<file path="src/rtl/scene_pkg.sv">
// Shared scene constants and the game-state encoding used by the frame sequencer
// and the scene renderer.
package scene_pkg;

    localparam int unsigned SCROLL_WRAP   = 400;
    localparam int unsigned BAR_WIDTH     = 40;
    localparam int unsigned CENTER_BASE_Y = 290;
    localparam int unsigned DOT_X_POS     = 200;

    typedef enum logic [1:0] {
        IDLE  = 2'd0,
        RUN   = 2'd1,
        PAUSE = 2'd2
    } game_state_e;

    // One bit per user button; used both for the raw pulses and the per-frame pending flags.
    typedef struct packed {
        logic pause;
        logic up;
        logic dn;
    } btn_evt_t;

endpackage

</file>
<file path="src/rtl/scene_sequencer_if.sv">
// Signal bundle between the VGA timing/button side and the scene sequencer.
interface scene_sequencer_if;

    logic       vsync;
    logic       btn_pause;
    logic       btn_up;
    logic       btn_dn;
    logic [9:0] target_y;

    logic       frame_tick;
    logic [9:0] x_offset;
    logic       game_started;
    logic       paused;
    logic [2:0] speed;
    logic [9:0] player_y;

    modport master (
        output vsync, btn_pause, btn_up, btn_dn, target_y,
        input  frame_tick, x_offset, game_started, paused, speed, player_y
    );

    modport slave (
        input  vsync, btn_pause, btn_up, btn_dn, target_y,
        output frame_tick, x_offset, game_started, paused, speed, player_y
    );

endinterface

</file>
<file path="src/rtl/btn_edge_sync.sv">
// Two-flop synchronizer for an asynchronous push button followed by a registered
// rising-edge detector; emits a one-cycle pulse three clocks after the button rises.
module btn_edge_sync (
    input  logic clk,
    input  logic reset,
    input  logic btn,
    output logic pulse
);

    logic sync1;
    logic sync2;
    logic sync2_d;

    // NOTE: every register here is state, so all assignments are non-blocking to keep
    // the pipeline stages from collapsing into one another within a clock edge.
    always_ff @(posedge clk) begin
        if (reset) begin
            sync1   <= 1'b0;
            sync2   <= 1'b0;
            sync2_d <= 1'b0;
            pulse   <= 1'b0;
        end else begin
            sync1   <= btn;
            sync2   <= sync1;
            sync2_d <= sync2;
            pulse   <= sync2 & ~sync2_d;
        end
    end

endmodule

</file>
<file path="src/rtl/scene_sequencer.sv">
// Frame-rate controller: derives a one-cycle frame tick from vsync, runs the
// IDLE/RUN/PAUSE game FSM, scrolls x_offset with wrap and slews player_y to its target.
module scene_sequencer
    import scene_pkg::*;
#(
    parameter int unsigned SCROLL_WRAP = scene_pkg::SCROLL_WRAP,
    parameter int unsigned START_DELAY = 30,
    parameter int unsigned SPEED_RST   = 4,
    parameter int unsigned SLEW        = 8,
    parameter int unsigned Y_RST       = 315
) (
    input logic               clk,
    input logic               reset,
    scene_sequencer_if.slave  bus
);

    localparam logic [1:0]  ST_IDLE    = IDLE;
    localparam logic [1:0]  ST_RUN     = RUN;
    localparam logic [1:0]  ST_PAUSE   = PAUSE;

    localparam logic [10:0] WRAP11     = 11'(SCROLL_WRAP);
    localparam logic [7:0]  START_CNT  = 8'(START_DELAY);
    localparam logic [2:0]  SPEED_INIT = 3'(SPEED_RST);
    localparam logic [9:0]  SLEW10     = 10'(SLEW);
    localparam logic [9:0]  Y_INIT     = 10'(Y_RST);

    logic [1:0]  state;
    logic        vsync_d;
    logic        frame_tick;
    logic [7:0]  frame_cnt;
    logic [9:0]  x_offset;
    logic [9:0]  player_y;
    logic [2:0]  speed;
    btn_evt_t    pulse;
    btn_evt_t    pend;

    logic [10:0] x_sum;
    logic [9:0]  x_next;
    logic [9:0]  y_next;
    logic [2:0]  speed_next;

    btn_edge_sync u_sync_pause (.clk(clk), .reset(reset), .btn(bus.btn_pause), .pulse(pulse.pause));
    btn_edge_sync u_sync_up    (.clk(clk), .reset(reset), .btn(bus.btn_up),    .pulse(pulse.up));
    btn_edge_sync u_sync_dn    (.clk(clk), .reset(reset), .btn(bus.btn_dn),    .pulse(pulse.dn));

    // Sum is one bit wider than the offset so the wrap compare never overflows.
    always_comb begin
        x_sum  = {1'b0, x_offset} + {8'd0, speed};
        x_next = (x_sum >= WRAP11) ? 10'(x_sum - WRAP11) : x_sum[9:0];
    end

    // NOTE: each combinational output gets a default first, so no path leaves it
    // unassigned and no latch is inferred.
    always_comb begin
        y_next = player_y;
        if (bus.target_y > player_y) begin
            y_next = (bus.target_y - player_y > SLEW10) ? player_y + SLEW10 : bus.target_y;
        end else if (bus.target_y < player_y) begin
            y_next = (player_y - bus.target_y > SLEW10) ? player_y - SLEW10 : bus.target_y;
        end
    end

    // Simultaneous up and down presses cancel; the step saturates at 1 and 7.
    always_comb begin
        speed_next = speed;
        if (pend.up && !pend.dn && speed != 3'd7) begin
            speed_next = speed + 3'd1;
        end else if (pend.dn && !pend.up && speed != 3'd1) begin
            speed_next = speed - 3'd1;
        end
    end

    always_ff @(posedge clk) begin
        if (reset) begin
            state      <= ST_IDLE;
            vsync_d    <= 1'b0;
            frame_tick <= 1'b0;
            frame_cnt  <= 8'd0;
            x_offset   <= 10'd0;
            player_y   <= Y_INIT;
            speed      <= SPEED_INIT;
            pend       <= '0;
        end else begin
            vsync_d    <= bus.vsync;
            frame_tick <= bus.vsync & ~vsync_d;
            if (frame_tick) begin
                // A pulse landing on the tick cycle belongs to the next frame.
                pend <= pulse;
                case (state)
                    ST_IDLE: begin
                        frame_cnt <= frame_cnt + 8'd1;
                        player_y  <= bus.target_y;
                        if (frame_cnt + 8'd1 == START_CNT) begin
                            state <= ST_RUN;
                        end
                    end
                    ST_RUN: begin
                        if (pend.pause) begin
                            state <= ST_PAUSE;
                        end else begin
                            x_offset <= x_next;
                            player_y <= y_next;
                        end
                        speed <= speed_next;
                    end
                    ST_PAUSE: begin
                        if (pend.pause) begin
                            state <= ST_RUN;
                        end
                        speed <= speed_next;
                    end
                    default: state <= ST_IDLE;
                endcase
            end else begin
                pend <= btn_evt_t'(pend | pulse);
            end
        end
    end

    assign bus.frame_tick   = frame_tick;
    assign bus.x_offset     = x_offset;
    assign bus.game_started = (state != ST_IDLE);
    assign bus.paused       = (state == ST_PAUSE);
    assign bus.speed        = speed;
    assign bus.player_y     = player_y;

endmodule

</file>
<file path="src/flat_wrapper.sv">
// flat-port wrapper written by rule: the top's interface ports become plain ports
module scene_sequencer_flat import scene_pkg::*;
#(
    parameter int unsigned SCROLL_WRAP = scene_pkg::SCROLL_WRAP,
    parameter int unsigned START_DELAY = 30,
    parameter int unsigned SPEED_RST   = 4,
    parameter int unsigned SLEW        = 8,
    parameter int unsigned Y_RST       = 315
)
  (clk, reset, bus_vsync, bus_btn_pause, bus_btn_up, bus_btn_dn, bus_target_y, bus_frame_tick, bus_x_offset, bus_game_started, bus_paused, bus_speed, bus_player_y);
  scene_sequencer_if bus_i ();
  input logic clk;
  input logic reset;
  input wire logic [$bits(bus_i.vsync)-1:0] bus_vsync;
  input wire logic [$bits(bus_i.btn_pause)-1:0] bus_btn_pause;
  input wire logic [$bits(bus_i.btn_up)-1:0] bus_btn_up;
  input wire logic [$bits(bus_i.btn_dn)-1:0] bus_btn_dn;
  input wire logic [$bits(bus_i.target_y)-1:0] bus_target_y;
  output wire logic [$bits(bus_i.frame_tick)-1:0] bus_frame_tick;
  output wire logic [$bits(bus_i.x_offset)-1:0] bus_x_offset;
  output wire logic [$bits(bus_i.game_started)-1:0] bus_game_started;
  output wire logic [$bits(bus_i.paused)-1:0] bus_paused;
  output wire logic [$bits(bus_i.speed)-1:0] bus_speed;
  output wire logic [$bits(bus_i.player_y)-1:0] bus_player_y;
  assign bus_i.vsync = bus_vsync;
  assign bus_i.btn_pause = bus_btn_pause;
  assign bus_i.btn_up = bus_btn_up;
  assign bus_i.btn_dn = bus_btn_dn;
  assign bus_i.target_y = bus_target_y;
  assign bus_frame_tick = bus_i.frame_tick;
  assign bus_x_offset = bus_i.x_offset;
  assign bus_game_started = bus_i.game_started;
  assign bus_paused = bus_i.paused;
  assign bus_speed = bus_i.speed;
  assign bus_player_y = bus_i.player_y;
  scene_sequencer #(.SCROLL_WRAP(SCROLL_WRAP), .START_DELAY(START_DELAY), .SPEED_RST(SPEED_RST), .SLEW(SLEW), .Y_RST(Y_RST)) u_core (.clk(clk), .reset(reset), .bus(bus_i));
endmodule
</file>
<file path="config.mk">
export PLATFORM = sky130hd
export DESIGN_NAME = scene_sequencer_flat
export DESIGN_NICKNAME = d
export VERILOG_FILES = /design/src/rtl/scene_pkg.sv /design/src/rtl/scene_sequencer_if.sv /design/src/rtl/btn_edge_sync.sv /design/src/rtl/scene_sequencer.sv /design/src/flat_wrapper.sv
export SDC_FILE = /design/constraint.sdc
export NUM_CORES = 1
export LEC_CHECK = 0
export CORE_MARGIN = 4
export CORE_UTILIZATION = 45
export CTS_CLUSTER_SIZE = 40
export DETAILED_ROUTE_END_ITERATION = 16
export GPL_TIMING_DRIVEN = 0
export PLACE_DENSITY = 0.66
export SYNTH_ARGS = -nofsm -noshare
export SYNTH_HDL_FRONTEND = slang
export SYNTH_SLANG_ARGS = --single-unit
</file>
<file path="constraint.sdc">
create_clock -name clk -period 9 [get_ports clk]
set_clock_uncertainty 0.15 [all_clocks]
set_input_delay 1.8 -clock clk [delete_from_list [all_inputs] [get_ports clk]]
set_output_delay 1.8 -clock clk [all_outputs]
set_load 0.01 [all_outputs]
</file>
==> results of run 1 <==
[stage by stage]
| step | std cells | utilization, % | setup WS [ns] | hold slack (ns) |
|---|---|---|---|---|
| 6_report | 668 | 53.9 | 3.91 | 0.239 |
| 3_3_place_gp | 660 | 52.6 | 3.74 | 0.222 |
| 3_5_place_dp | 660 | 52.6 | 3.68 | 0.226 |
| 2_1_floorplan | 512 | - | 4.61 | 0.217 |
| 5_1_grt | 668 | 53.9 | 3.77 | 0.261 |
| 4_1_cts | 668 | 53.9 | 4.00 | 0.242 |
[how the worst min path moves through the flow]
| stage | to | cells after the start | slack, ns |
|---|---|---|---|
| 3_5_place_dp | u_core.bus.frame_tick | 1 | 0.23 |
| 6_report | u_core.bus.frame_tick | 1 | 0.24 |
| 5_1_grt | u_core.u_sync_pause.pulse | 1 | 0.26 |
| 2_1_floorplan | u_core.bus.frame_tick | 1 | 0.22 |
| 3_3_place_gp | u_core.u_sync_pause.pulse | 1 | 0.22 |
| 4_1_cts | u_core.u_sync_pause.pulse | 1 | 0.24 |
[registers in the layout (all words and copies together) (netlist names), 2 cells and up]
name,flops
u_core.pend,3
u_core.state,2
u_core.bus.player_y,10
u_core.bus.speed,3
u_core.frame_cnt,8
u_core.bus.x_offset,10
[power breakdown]
group | total, uW | leakage, uW | internal (uW) | switching [uW]
Sequential | 235 | 0.000407 | 228 | 7.30
Clock | 159 | 0.0000514 | 83.0 | 76.0
Combinational | 147 | 0.00136 | 62.9 | 83.6
[cells by family (layout without fill, tap and decap cells)]
family / after synthesis / after routing / share of synthesized area (%)
AND/OR/NAND/NOR: 200 / 200 / 25.8
AO/OA/AOI/OAI: 130 / 130 / 22.9
buffers and inverters: 55 / 103 / 5.65
flip-flops: 50 / 50 / 24.4
adder cells (fa/ha/maj): 39 / 39 / 12.3
XOR/XNOR: 26 / 26 / 5.55
multiplexers: 12 / 12 / 3.39
[routing by layer]
metal	vias to the layer above	global-route usage, %
met5	-	0
met4	0	3.49
met3	10	4.09
met2	112	31.2
met1	1771	29.3
li1	1938	-
[final cells by class]
cell class | count | area [um^2]
inverters | 37 | 139
clock inverters | 2 | 37.5
fillers | 869 | 4060
flip-flops and latches | 50 | 1000
repair buffers | 40 | 400
plain buffers | 18 | 92.6
multi-input cells | 407 | 2870
clock buffers | 6 | 72.6
well taps | 108 | 135
[placed cells by master, fill, tap and decap left out, types with 4 or more instances in the layout]
cell,n
mux2_2,4
a21o_1,6
inv_1,36
a21oi_1,34
a31oi_1,4
xnor2_1,18
buf_2,5
o31ai_1,4
mux2i_1,6
o22ai_1,6
clkdlybuf4s50_1,40
nand4_1,8
clkbuf_1,9
a211oi_1,9
xor2_1,8
nor2b_1,21
nand3_1,20
ha_1,37
o21ai_0,25
dfxtp_1,50
nand2b_1,7
and2_1,4
clkbuf_8,5
nand2_1,39
nor2_1,52
nor3_1,14
or3_1,5
[worst max-delay path: cells and delay by family]
family | cells | cell delay, ns
adder cells (fa/ha/maj) | 1 | 0.27
AND/OR/NAND/NOR | 2 | 1.09
AO/OA/AOI/OAI | 5 | 1.29
buffers and inverters | 2 | 0.71
==> flow_summary.json, run 1 <==
{
  "fin_area_um2": 4750,
  "r2r_cells": 13,
  "grt_max_degree": 16,
  "cts_setup_buffers": 0,
  "area.growth.synth_to_final_pct": 15.7,
  "die_x_um": 103,
  "wl_met3_um": 577,
  "crit_start": "bus_target_y[7]",
  "critical_path_class": "input port to flop",
  "drive_gt1_share_pct": 7.86,
  "grt_pass1_vias": 3648,
  "ctsResizeCount": 0,
  "crit_chain": "clkdlybuf4s50_1, ha_1, buf_6, a21o_1, a211o_1, o31ai_1, nand2_1, nor4_2, o21ai_0, o311ai_1",
  "p_total_uw": 541,
  "place.gp.congestion": 0.918,
  "max_freq_mhz": 196,
  "fin_nets": 614,
  "place_area_um2": 4640,
  "grtUsageTotal_pct": 20.2,
  "vias": 3831,
  "netlist_top_cells_count": "nor2_1, dfxtp_1, nand2_1, ha_1, inv_1",
  "cts-root-buf": "clkbuf_8",
  "max_slew.worst_pin.slew_ns": 1.00,
  "endpoint": "u_core.bus.player_y[1]",
  "slew_viol_final": 0,
  "syn_nets": 567,
  "setup_viol": 0,
  "synth_edf_count": 0,
  "hp-start": "u_core.vsync_d",
  "cts-buffers-inserted": 5,
  "avgSynthCellArea_um2": 8.01,
  "core-area_um2": 8810,
  "slew_headroom_pct": 32.7,
  "wl_um": 10200,
  "drt-wirelength-per-cell_um": 15.3,
  "ant_nets": 0,
  "synthTopCellsByArea": "dfxtp_1, ha_1, nor2_1",
  "cp.arrival_ns": 5.15,
  "r2r-start": "u_core.bus.speed[0]",
  "syn_inst": 512,
  "critPathMaxFanout": 10,
  "rsz0062_at_grt": "false",
  "fin_crit_ns": 5.09,
  "drt_first_iter_violations": 219,
  "finalCritPeriodShare_pct": 56.6,
  "vias_per_cell": 5.74,
  "hpwl_um": 7970,
  "met2_wirelength_um": 4550,
  "yosysMostFrequentCell": "nor2_1",
  "cts_tree": "built",
  "max_stage_delay_ns": 0.71,
  "hold_viol": 0,
  "cap_violations": 0,
  "irDropWorstVdd_mv": 0.0699,
  "start_util_pct": 46.6,
  "clk_pin_slew_worst_paths_ns": 0.09,
  "worstPathRequired_ns": 9.06,
  "r2r_setup_slack_ns": 5.19,
  "p_leak_uw": 0.00182,
  "highest_layer": "met4",
  "yosys.area.top_type": "dfxtp_1",
  "synth.yosys.seq_area_share_pct": 24.4,
  "status": "complete, no violations",
  "cts.sinks": 50,
  "dr.pass1.iters": 5,
  "cp-start-kind": "input port",
  "gr-total-overflow": 0,
  "clockBufferDepth": 2,
  "ioPinCount": 42,
  "ys_warn_count": 0,
  "synth_top_area_share_pct": 24.4,
  "netlist_area_um2": 4100,
  "h-tree-depth": 2,
  "worstHoldPathType": "flop to flop",
  "cts_hold_buf": 0,
  "fin_setup_tns_ns": 0,
  "post-route-drc-count": 0,
  "powerDensity_nw_per_um2": 114,
  "cp-end-kind": "flop",
  "cp_slowest_cell": "nor4_2",
  "grt_pass1_wl_um": 17300,
  "synth_cell_types": 81,
  "die_area_um2": 10700,
  "r2r_end": "u_core.bus.x_offset[9]",
  "synth-async-reset-ratio_pct": 0,
  "clock_latency_ns": 0.30,
  "die_h_um": 103,
  "ys_seq_elements": 50,
  "n_antenna_cell": 0,
  "wl_met1_um": 5010,
  "synth_top_flop_cell": "dfxtp_1",
  "antenna_found_initial": 0,
  "rows": 34,
  "io_buffers": 40
}
(Power assumes the default switching activity.)
==> run 2, diff against run 1 <==
clock period = 4.75 ns   (was 9 ns; I/O delays follow)
==> results of run 2 <==
Same layout as run 1 (identical final DEF). Status: complete, no violations.
Among the figures that moved: setup slack after placement 3.68 ns -> 0.282 ns; setup slack after layout 3.91 ns -> 0.508 ns; register-to-register setup slack 5.19 ns -> 0.94 ns; total power 541 uW -> 1030 uW; worst IR drop on VDD 0.0699 mV -> 0.133 mV
